===== config.mk =====
export PLATFORM = sky130hd
export DESIGN_NAME = keypad_scanner_flat
export DESIGN_NICKNAME = d
export VERILOG_FILES = /design/src/rtl/keypad_if.sv /design/src/rtl/keypad_scanner.sv /design/src/flat_wrapper.sv
export SDC_FILE = /design/constraint.sdc
export NUM_CORES = 1
export LEC_CHECK = 0
export CAP_MARGIN = 20
export CORE_MARGIN = 1
export CORE_UTILIZATION = 35
export CTS_BUF_LIST = sky130_fd_sc_hd__clkbuf_8 sky130_fd_sc_hd__clkbuf_16
export CTS_CLUSTER_DIAMETER = 200
export CTS_CLUSTER_SIZE = 14
export DETAILED_ROUTE_END_ITERATION = 6
export SLEW_MARGIN = 0
export SYNTH_ARGS = -nofsm -noshare
export SYNTH_HDL_FRONTEND = slang
export SYNTH_SLANG_ARGS = --single-unit

===== constraint.sdc =====
create_clock -name clk -period 4.45 [get_ports clk]
set_clock_uncertainty 0.1 [all_clocks]
set_input_delay 0.89 -clock clk [delete_from_list [all_inputs] [get_ports clk]]
set_output_delay 0.89 -clock clk [all_outputs]
set_load 0.005 [all_outputs]

===== src/rtl/keypad_if.sv =====
// keypad_if: keypad matrix lines (row/col) and key event outputs of keypad_scanner
interface keypad_if;
    logic [3:0] row;
    logic [3:0] col;
    logic [3:0] key_code;
    logic       key_valid;
    logic       key_held;
    modport master (input row, output col, key_code, key_valid, key_held);
    modport slave (output row, input col, key_code, key_valid, key_held);
endinterface


===== src/rtl/keypad_scanner.sv =====
// keypad_scanner: 4x4 matrix keypad scanner with debounce and one-cycle key strobe; define KEYPAD_REPEAT_EN for auto-repeat while held
module keypad_scanner #(
    parameter int SCAN_DIV     = 50000,
    parameter int DEBOUNCE_CNT = 20,
    parameter int REPEAT_DELAY = 500,
    parameter int REPEAT_RATE  = 100
) (
    input logic      clk,
    input logic      reset,
    keypad_if.master kp
);
    localparam logic [1:0] SCAN = 2'd0, DEBOUNCE = 2'd1, PRESSED = 2'd2;
    localparam int DW = $clog2(SCAN_DIV);
    localparam int CW = $clog2(DEBOUNCE_CNT + 1);
    localparam logic [63:0] KEY_MAP = 64'hDF0E_C987_B654_A321;
    logic [3:0] row_meta, row_sync, row_lat, code_lat, code, col, col_next, key_code;
    logic [DW-1:0] div;
    logic [CW-1:0] deb, rel;
    logic [1:0] state, ridx, cidx;
    logic tick, single, key_valid, key_held;
`ifdef KEYPAD_REPEAT_EN
    localparam int RW = $clog2((REPEAT_DELAY > REPEAT_RATE ? REPEAT_DELAY : REPEAT_RATE) + 1);
    logic [RW-1:0] rep;
    logic rep_phase;
`endif
    if (SCAN_DIV < 4 || DEBOUNCE_CNT < 1 || REPEAT_DELAY < 1 || REPEAT_RATE < 1) begin : g_param_check
        $error("keypad_scanner: parameter below its minimum");
    end
    // two-flop synchronizer for the asynchronous, pulled-up row lines
    always_ff @(posedge clk) begin
        row_meta <= reset ? 4'hF : kp.row;
        row_sync <= reset ? 4'hF : row_meta;
    end
    // sample tick, single-row detection and key lookup for the driven column
    always_comb begin
        tick     = div == DW'(SCAN_DIV - 1);
        single   = row_sync == 4'b1110 || row_sync == 4'b1101 || row_sync == 4'b1011 || row_sync == 4'b0111;
        ridx     = !row_sync[0] ? 2'd0 : !row_sync[1] ? 2'd1 : !row_sync[2] ? 2'd2 : 2'd3;
        cidx     = !col[0] ? 2'd0 : !col[1] ? 2'd1 : !col[2] ? 2'd2 : 2'd3;
        code     = KEY_MAP[{ridx, cidx, 2'b00} +: 4];
        col_next = {col[2:0], col[3]};
    end
    // dwell counter plus scan/debounce/held state machine, acting once per sample tick
    always_ff @(posedge clk) begin
        if (reset) begin
            div       <= '0;
            state     <= SCAN;
            col       <= 4'b1110;
            deb       <= '0;
            rel       <= '0;
            row_lat   <= '0;
            code_lat  <= '0;
            key_code  <= '0;
            key_valid <= 1'b0;
            key_held  <= 1'b0;
`ifdef KEYPAD_REPEAT_EN
            rep       <= '0;
            rep_phase <= 1'b0;
`endif
        end else begin
            key_valid <= 1'b0;
            div       <= tick ? '0 : div + 1'b1;
`ifdef KEYPAD_REPEAT_EN
            if (state != PRESSED) begin
                rep       <= '0;
                rep_phase <= 1'b0;
            end
`endif
            if (tick) begin
                case (state)
                    SCAN: begin
                        if (single) begin
                            row_lat  <= row_sync;
                            code_lat <= code;
                            if (DEBOUNCE_CNT == 1) begin
                                key_valid <= 1'b1;
                                key_code  <= code;
                                key_held  <= 1'b1;
                                rel       <= '0;
                                state     <= PRESSED;
                            end else begin
                                deb   <= CW'(1);
                                state <= DEBOUNCE;
                            end
                        end else col <= col_next;
                    end
                    DEBOUNCE: begin
                        if (row_sync == row_lat) begin
                            if (deb + 1'b1 == CW'(DEBOUNCE_CNT)) begin
                                key_valid <= 1'b1;
                                key_code  <= code_lat;
                                key_held  <= 1'b1;
                                rel       <= '0;
                                state     <= PRESSED;
                            end else deb <= deb + 1'b1;
                        end else begin
                            state <= SCAN;
                            col   <= col_next;
                        end
                    end
                    PRESSED: begin
                        if (row_sync == 4'hF) begin
`ifdef KEYPAD_REPEAT_EN
                            rep       <= '0;
                            rep_phase <= 1'b0;
`endif
                            if (rel + 1'b1 == CW'(DEBOUNCE_CNT)) begin
                                key_held <= 1'b0;
                                rel      <= '0;
                                state    <= SCAN;
                                col      <= col_next;
                            end else rel <= rel + 1'b1;
                        end else begin
                            rel <= '0;
`ifdef KEYPAD_REPEAT_EN
                            if ((!rep_phase && rep + 1'b1 == RW'(REPEAT_DELAY)) || (rep_phase && rep + 1'b1 == RW'(REPEAT_RATE))) begin
                                key_valid <= 1'b1;
                                rep       <= '0;
                                rep_phase <= 1'b1;
                            end else rep <= rep + 1'b1;
`endif
                        end
                    end
                    default: state <= SCAN;
                endcase
            end
        end
    end
    assign kp.col       = col;
    assign kp.key_code  = key_code;
    assign kp.key_valid = key_valid;
    assign kp.key_held  = key_held;
endmodule


===== src/flat_wrapper.sv =====
// flat-port wrapper written by rule: the top's interface ports become plain ports
module keypad_scanner_flat 
#(
    parameter int SCAN_DIV     = 50000,
    parameter int DEBOUNCE_CNT = 20,
    parameter int REPEAT_DELAY = 500,
    parameter int REPEAT_RATE  = 100
)
  (clk, reset, kp_row, kp_col, kp_key_code, kp_key_valid, kp_key_held);
  keypad_if kp_i ();
  input logic clk;
  input logic reset;
  input wire logic [$bits(kp_i.row)-1:0] kp_row;
  output wire logic [$bits(kp_i.col)-1:0] kp_col;
  output wire logic [$bits(kp_i.key_code)-1:0] kp_key_code;
  output wire logic [$bits(kp_i.key_valid)-1:0] kp_key_valid;
  output wire logic [$bits(kp_i.key_held)-1:0] kp_key_held;
  assign kp_i.row = kp_row;
  assign kp_col = kp_i.col;
  assign kp_key_code = kp_i.key_code;
  assign kp_key_valid = kp_i.key_valid;
  assign kp_key_held = kp_i.key_held;
  keypad_scanner #(.SCAN_DIV(SCAN_DIV), .DEBOUNCE_CNT(DEBOUNCE_CNT), .REPEAT_DELAY(REPEAT_DELAY), .REPEAT_RATE(REPEAT_RATE)) u_core (.clk(clk), .reset(reset), .kp(kp_i));
endmodule

==> impl_metrics.json <==
{
  "clk_latency_ns": 0.30,
  "grt_pass1_wl_mm": 8.36,
  "wl_per_cell_um": 11.5,
  "start_util_pct": 36.4,
  "ir_worst_vdd_mv": 0.156,
  "seq_area_um2": 1080,
  "start_kind": "flip-flop",
  "synth_ff_type": "dfxtp_1",
  "yosys_register_bits": 54,
  "ios": 16,
  "firstDrtPassIters": 4,
  "hold_viol": 0,
  "vias": 2049,
  "synth_edf_count": 0,
  "htree_levels": 2,
  "cts_resized": 0,
  "cp_max_fo": 18,
  "root_buffer": "clkbuf_8",
  "period_minus_slack_ns": 2.82,
  "p_total_uw": 855,
  "reg2reg_from": "u_core.div[11]",
  "slew_violations": 0,
  "fmax_mhz": 354,
  "postSynth.asyncResetShare_pct": 0,
  "setup_viol": 0,
  "grt_max_degree": 32,
  "drive_above_1_share_pct": 8.31,
  "diodes": 0,
  "coreArea_um2": 7290,
  "synth_area_leader_cell": "dfxtp_1",
  "tns_ns": 0,
  "rrSetupSlack_ns": 1.63,
  "nNetsFinal": 328,
  "num_rows": 31,
  "worstHoldPathType": "reg -> reg",
  "slowest_stage": "nor4_4",
  "cts_setup_buffers": 0,
  "synthTopCellsByCount": "dfxtp_1, nor2_1, nand3_1",
  "drc": 0,
  "track_usage_pct": 13.3,
  "dieHeight_um": 89.1,
  "multi_input_area_um2": 1470,
  "cts.path.max_buffers": 2,
  "synth_nets": 318,
  "worstPathArrival_ns": 2.96,
  "cts_hold_buffers": 0,
  "synth_top_area_share_pct": 40.8,
  "crit_path_end_kind": "flip-flop",
  "fin_crit_sh_pct": 63.4,
  "cts.clk_slew.worst_paths_ns": 0.10,
  "cts_made_buffers": 5,
  "rsz0062_at_grt": "no",
  "crit_path_cell_trace": "or4_4 > nor4_4 > and3_1 > o221ai_1 > a21oi_1",
  "slew_headroom_pct": 44.1,
  "clock_sinks": 54,
  "dieArea_um2": 7930,
  "wl_mm": 4.74,
  "area_growth_pct": 12.6,
  "cts_tree": "built",
  "tightest_slew_ns": 0.831,
  "power.leakage_nw": 1.12,
  "hpwl_mm": 3.37,
  "synth_most_common_cell": "dfxtp_1",
  "status": "complete, no violations",
  "grt_overflow": 0,
  "fin_ws_ns": 1.63,
  "syn_avg_cell_area_um2": 8.78,
  "ys_types": 49,
  "pre_cts_slack_ns": 1.66,
  "antenna_found_initial": 0,
  "slowest_delay_ns": 0.75,
  "synthCells": 302,
  "io_buffer_count": 15,
  "crit_type": "reg -> reg",
  "power_density_nw_per_um2": 286,
  "ys_warn_count": 0,
  "yosysSeqAreaShare_pct": 40.8,
  "min-delay-start": "u_core.row_meta[0]",
  "viasPerCell": 4.97,
  "ant_nets": 0,
  "drt-initial-drc-count": 158,
  "n_fill_cell": 779,
  "first_global_vias": 1818,
  "synth_area_um2": 2650,
  "die_w_um": 89.1,
  "synth.area.top_cells": "dfxtp_1, mux2i_1, nor2_1",
  "critPathRequiredTime_ns": 4.59,
  "cp-startpoint": "u_core.div[11]",
  "gp_congestion": 0.763,
  "drv_cap": 0
}
==> worst paths after layout <==
kind                         to  depth (start not counted)
min          u_core.row_sync[0]                          1
max reg2reg  u_core.code_lat[1]                          5
max          u_core.code_lat[1]                          5
min reg2reg  u_core.row_sync[0]                          1
==> power by group <==
| group | total [mW] | switching, mW | internal [mW] |
|---|---|---|---|
| Sequential | 0.495 | 0.00675 | 0.489 |
| Combinational | 0.0331 | 0.0184 | 0.0147 |
| Clock | 0.327 | 0.158 | 0.169 |
==> layer usage <==
layer / vias up / track usage (%) / part of all wire (%)
met1: 938 / 18.7 / 51
li1: 1078 / - / -
met5: - / 0 / 0
met2: 31 / 20.8 / 44
met4: 0 / 3.90 / 0.55
met3: 2 / 2.49 / 3.8
==> kinds of logic (layout without fill, tap and decap cells) <==
kind of cell	count (synthesis)	in the layout	synth area share, %
mux	14	14	5.28
xor+xnor	19	19	6.27
buf+inv	24	35	3.82
compound gates	49	49	11.9
flops	54	54	40.8
simple gates	132	132	27.2
fa+ha+maj	10	10	4.72
==> worst max-delay path, delay by kind of cell (launching register included) <==
family / cells / cell delay, ns
and+or+nand+nor: 3 / 1.91
AOI/OAI and AO/OA: 2 / 0.38
DFF: 1 / 0.36
==> stage by stage <==
stage | hold slack (ns) | instance area (µm²) | util (%) | instances
2_1_floorplan | 0.289 | 2650 | - | 302
3_3_place_gp | 0.294 | 2870 | 39.4 | 404
3_5_place_dp | 0.296 | 2870 | 39.4 | 404
4_1_cts | 0.319 | 2990 | 41.0 | 412
5_1_grt | 0.334 | 2990 | 41.0 | 412
6_report | 0.316 | 2990 | 41.0 | 412
==> area by class of cell <==
| class | instances | share of cell area (%) |
|---|---|---|
| tap | 99 | 4.15 |
| inverter | 11 | 1.38 |
| clock buffer | 5 | 2.30 |
| sequential | 54 | 36.2 |
| multi-input combinational | 224 | 49.2 |
| timing repair buffer | 16 | 5.28 |
| clock inverter | 3 | 1.47 |
==> layout by cell type, fill, tap and decap left out, types with 2 or more instances in the layout <==
cell type / count
nor2b_1: 5
o31ai_1: 3
clkbuf_8: 5
or2_2: 9
ha_1: 10
nor3_1: 6
and3_1: 5
nand2_1: 15
a31o_2: 2
a21oi_1: 13
a31oi_1: 3
nor4_1: 2
or4bb_1: 2
nand3_1: 19
xnor2_1: 7
mux2i_1: 14
nand2b_1: 9
nand4_1: 7
a211oi_2: 2
inv_1: 11
a211o_1: 2
nor2_1: 35
dfxtp_1: 54
xor2_1: 12
clkdlybuf4s50_1: 15
and2_1: 4
nand4b_1: 4
o21ai_0: 15
==> registers in the layout, summed over array words and instances (netlist names) <==
signal / flops
u_core.kp.col: 4
u_core.state: 2
u_core.row_meta: 4
u_core.kp.key_code: 4
u_core.row_sync: 4
u_core.row_lat: 4
u_core.code_lat: 4
u_core.rel: 5
u_core.div: 16
u_core.kp.key_valid: 1
u_core.deb: 5
u_core.kp.key_held: 1
Note: power is estimated with default switching activity, not from simulation.
